<file path="src/rtl/dff_reg_arbiter.sv">
// Round-robin arbiter that shares one WIDTH-bit register between 4 requesters.
// Owners keep their grant while holding req; MAX_HOLD forces rotation when others wait.
module dff_reg_arbiter #(
  parameter int unsigned WIDTH    = 8,
  parameter int unsigned MAX_HOLD = 4
) (
  input  logic               clk,
  input  logic               reset_n,
  input  logic [3:0]         req,
  input  logic [3:0]         we,
  input  logic [4*WIDTH-1:0] wdata,
  output logic [3:0]         gnt,
  output logic               busy,
  output logic [WIDTH-1:0]   q,
  output logic [WIDTH-1:0]   q_bar
);

  localparam int unsigned HW = (MAX_HOLD > 1) ? $clog2(MAX_HOLD) : 1;
  localparam logic [HW-1:0] HOLD_LAST = HW'(MAX_HOLD - 1);

  typedef enum logic {IDLE, GRANT} state_t;

  state_t           r_state;
  logic [1:0]       r_ptr;
  logic [1:0]       r_owner;
  logic [HW-1:0]    r_hold;
  logic [3:0]       r_gnt;
  logic             r_busy;
  logic [WIDTH-1:0] r_q;

  logic [3:0]       w_mask;
  logic [1:0]       w_idx;
  logic [1:0]       w_next;
  logic             w_found;
  logic             w_wr;
  logic [WIDTH-1:0] w_wdata;

  // The current owner is excluded so handover always picks a different requester.
  always_comb begin
    w_mask  = (r_state == GRANT) ? (req & ~r_gnt) : req;
    w_found = 1'b0;
    w_next  = '0;
    w_idx   = '0;
    for (int unsigned i = 0; i < 4; i++) begin
      w_idx = r_ptr + 2'(i);
      if (!w_found && w_mask[w_idx]) begin
        w_found = 1'b1;
        w_next  = w_idx;
      end
    end
  end

  assign w_wr    = (r_state == GRANT) && req[r_owner] && we[r_owner];
  assign w_wdata = wdata[r_owner*WIDTH +: WIDTH];

  always_ff @(posedge clk or negedge reset_n) begin
    if (!reset_n) begin
      r_state <= IDLE;
      r_ptr   <= '0;
      r_owner <= '0;
      r_hold  <= '0;
      r_gnt   <= '0;
      r_busy  <= 1'b0;
      r_q     <= '0;
    end else begin
      if (w_wr) r_q <= w_wdata;
      case (r_state)
        IDLE: begin
          if (w_found) begin
            r_state <= GRANT;
            r_gnt   <= 4'(1) << w_next;
            r_owner <= w_next;
            r_ptr   <= w_next + 2'd1;
            r_hold  <= '0;
            r_busy  <= 1'b1;
          end else begin
            r_gnt  <= '0;
            r_busy <= 1'b0;
          end
        end
        GRANT: begin
          if (!req[r_owner] || (r_hold == HOLD_LAST && w_found)) begin
            if (w_found) begin
              r_gnt   <= 4'(1) << w_next;
              r_owner <= w_next;
              r_ptr   <= w_next + 2'd1;
              r_hold  <= '0;
            end else begin
              r_state <= IDLE;
              r_gnt   <= '0;
              r_busy  <= 1'b0;
              r_hold  <= '0;
            end
          end else if (r_hold != HOLD_LAST) begin
            r_hold <= r_hold + 1'b1;
          end
        end
        default: begin
          r_state <= IDLE;
          r_gnt   <= '0;
          r_busy  <= 1'b0;
        end
      endcase
    end
  end

  assign gnt   = r_gnt;
  assign busy  = r_busy;
  assign q     = r_q;
  assign q_bar = ~r_q;

endmodule

</file>
<file path="config.mk">
export PLATFORM = sky130hd
export DESIGN_NAME = dff_reg_arbiter
export DESIGN_NICKNAME = d
export VERILOG_FILES = /design/src/rtl/dff_reg_arbiter.sv
export SDC_FILE = /design/constraint.sdc
export NUM_CORES = 1
export LEC_CHECK = 0
export BUFFER_PORTS_ARGS = -buffer_cell sky130_fd_sc_hd__buf_2
export CAP_MARGIN = 5
export CORE_AREA = 2 2 56 58
export CTS_CLUSTER_SIZE = 14
export DETAILED_ROUTE_END_ITERATION = 12
export DIE_AREA = 0 0 58 60
export PLACE_DENSITY = 0.82
export REMOVE_ABC_BUFFERS = 1
export SYNTH_ARGS = -nofsm -noshare
export SYNTH_HDL_FRONTEND = slang
export SYNTH_SLANG_ARGS = --single-unit
export TNS_END_PERCENT = 5
</file>
<file path="constraint.sdc">
create_clock -name clk -period 3.3 [get_ports clk]
set_clock_uncertainty 0.15 [all_clocks]
set_input_delay 0.33 -clock clk [delete_from_list [all_inputs] [get_ports clk]]
set_output_delay 0.33 -clock clk [all_outputs]
set_load 0.01 [all_outputs]
</file>
==> results.py <==
metrics = {
    "run_status": {
        "status": "completed",
    },
    "power_and_ir_drop": {
        "leakagePower_nw": 0.871,
        "powerDensity_nw_per_um2": 884,
        "peakVddDrop_mv": 0.554,
    },
    "detailed_routing": {
        "first_pass_iters": 4,
        "drc": 0,
        "drt_iter0_markers": 40,
        "vias": 1199,
        "post_drt_wl_per_cell_microns": 15.4,
        "drt-total-wl_microns": 3300,
        "viasPerCell": 5.60,
        "final_antenna_net_count": 0,
    },
    "sta": {
        "hold_viol": 0,
        "period_needed_ns": 2.66,
        "setup_violations": 0,
        "setup-tns-final_ns": 0,
        "relSlewSlack_pct": 68.8,
        "drv_slew": 0,
        "rsz0062_at_grt": "false",
        "max_freq_mhz": 375,
        "final_min_period_over_clock_period_pct": 80.7,
        "worst_pin_slew_ns": 0.468,
    },
    "finish": {
        "drive_above_1_share_pct": 49.2,
        "n_antenna_cell": 0,
        "register_area_sq_um": 500,
        "nets": 230,
        "design_area_sq_um": 1740,
        "area_growth_pct": 27.0,
        "multi_input_area_sq_um": 796,
        "fillCellCount": 231,
    },
    "placement": {
        "port_buffers": 62,
        "dpl.hpwl_microns": 2660,
        "placed_area_sq_um": 1710,
        "gp_congestion": 0.896,
    },
    "global_routing": {
        "overflow": 0,
        "grt_pass1_wl_microns": 5370,
        "grt_usage_pct": 20.2,
        "grt_pass1_vias": 1197,
        "grt_max_degree": 21,
        "antenna_found_initial": 0,
    },
    "synthesis": {
        "synth_area_leaders": "dfrtp_1 37%, mux4_2 16%, mux2_2 6.6%, mux2_1 5.8%, ha_1 4.6%",
        "synth.distinct_cells": 34,
        "synthFlopType": "dfrtp_1",
        "ys_ff_latch": 20,
        "ys_warn_count": 0,
        "syn_inst": 118,
        "synth_area_leader_cell": "dfrtp_1",
        "yosys.area.top_type_share_pct": 36.5,
        "synth-edff-count": 0,
        "async_flop_share_pct": 100,
        "synth.avg_cell_area_sq_um": 11.6,
        "ys_seq_area_share_pct": 36.5,
        "netlist_area_sq_um": 1370,
    },
    "die": {
        "core_area_sq_um": 2900,
        "start_util_pct": 47.2,
        "rows": 20,
        "design.die.area_sq_um": 3480,
        "fp.dieH_microns": 60,
        "pin_count": 63,
        "fp.dieW_microns": 58,
    },
    "clock_tree": {
        "numClockSinks": 20,
        "post_cts_buffers": 0,
        "cts_hold_buffers": 1,
        "clockBufferDepth": 2,
        "clk_pin_slew_ns": 0.11,
        "postCtsResizedCells": 0,
        "cts-htree-levels": 1,
        "insertion_delay_ns": 0.29,
        "cts_root_buf": "clkbuf_4",
        "cts_tree": "done",
        "cts_buffers": 3,
    },
    "worst_setup_path": {
        "worstPathCellList": "mux2_1 -> a221oi_1 -> o21bai_1 -> a311oi_2 -> ha_1 -> mux2_1",
        "cp_common_cell": "mux2_1",
        "crit_arrival_ns": 2.70,
        "worst_path_largest_cell_delay_ns": 0.60,
        "end_kind": "flop",
        "worstPathMaxFanout": 14,
        "crit_required_ns": 3.33,
        "path_class": "reg -> reg",
        "cp-start-kind": "flop",
        "cpMaxStageDelayCell": "dfrtp_1",
    },
    "hold_path": {
        "min_path_type": "in -> reg",
    },
    "job": {
        "cap_violations": 0,
    },
}
## logic make-up (layout without fill, tap and decap cells)
family                   count (synthesis)  after routing  synth area share, %
AO/OA/AOI/OAI                           24             24                 14.5
flip-flops                              20             20                 36.5
multiplexers                            26             26                 29.5
AND/OR/NAND/NOR                         25             25                 9.50
adder cells (fa/ha/maj)                  5              5                 4.57
buffers and inverters                   18             81                 5.39
## cell usage after synthesis (2+ instances only)
library cell	n
nand4_1	2
a21oi_1	3
ha_1	5
o21ai_0	2
buf_2	2
nor2_1	9
nand2_1	5
mux4_2	10
nand2b_1	3
mux2_1	7
o221ai_1	2
nor2b_1	2
mux2_2	8
a21boi_0	2
inv_1	14
dfrtp_1	20
a22o_1	5
## routing by layer
metal	part of all wire [%]	GRT usage [%]
met5	0	0
met1	41	24.8
met3	9.0	3.46
met2	50	38.1
met4	0.58	2.66
## critical path, delay by kind of cell (launching register included)
| kind | cells | cell delay (ns) |
|---|---|---|
| AO/OA/AOI/OAI | 3 | 0.85 |
| adder cells (fa/ha/maj) | 1 | 0.30 |
| flip-flops | 1 | 0.60 |
| multiplexers | 2 | 0.64 |
## through the flow
step	setup WS, ns	cells	utilization (%)	hold WS, ns	total power [W]
6_report	0.637	214	60.0	0.319	0.00154
3_3_place_gp	0.758	210	58.8	0.145	0.00139
5_1_grt	0.453	214	60.0	0.315	0.00167
4_1_cts	0.664	214	60.0	0.318	0.00155
2_1_floorplan	0.874	114	-	-0.116	0.00114
3_5_place_dp	0.691	210	58.8	0.154	0.00143
## state kept, by name, indices dropped and copies added (netlist names)
signal,flops
r_state,1
q,8
r_ptr,2
r_hold,2
gnt,4
r_owner,2
busy,1
## final cells by class
cell class | count | area share (%)
clock buffers | 3 | 1.29
repair buffers | 64 | 18.8
inverters | 14 | 3.02
flip-flops and latches | 20 | 28.8
well taps | 33 | 2.37
multi-input cells | 80 | 45.7
## path summary, 6_finish.rpt
check	start	endpoint	slack (ns)	cells past startpoint
worst max-delay path	r_ptr[0]	r_ptr[1]	0.64	6
worst min-delay path	wdata[3]	q[3]	0.32	3
worst max register to register	r_ptr[0]	r_ptr[1]	0.64	6
worst min register to register	r_hold[1]	r_hold[1]	0.37	1
max in group asynchronous	reset_n	q[3]	2.31	2
min in group asynchronous	reset_n	r_hold[0]	0.37	2
## where the power goes
group          total [W]  switching, W  internal [W]  leakage, nW
Clock           0.000114     0.0000719     0.0000424       0.0138
Sequential      0.000506      0.000144      0.000362        0.240
Combinational   0.000919      0.000434      0.000485        0.618
## layout by cell type, fill, tap and decap left out, types with 2 or more instances in the layout
| cell type | instances |
|---|---|
| nand2_1 | 5 |
| clkbuf_4 | 3 |
| nor2_1 | 9 |
| nor2b_1 | 2 |
| a22o_1 | 5 |
| dfrtp_1 | 20 |
| a21oi_1 | 3 |
| mux2_2 | 8 |
| buf_2 | 62 |
| mux2_1 | 7 |
| o21ai_0 | 2 |
| inv_1 | 14 |
| nand2b_1 | 3 |
| mux4_2 | 10 |
| a21boi_0 | 2 |
| o221ai_1 | 2 |
| nand4_1 | 2 |
| ha_1 | 5 |
Power figures use the tool's default switching activity.
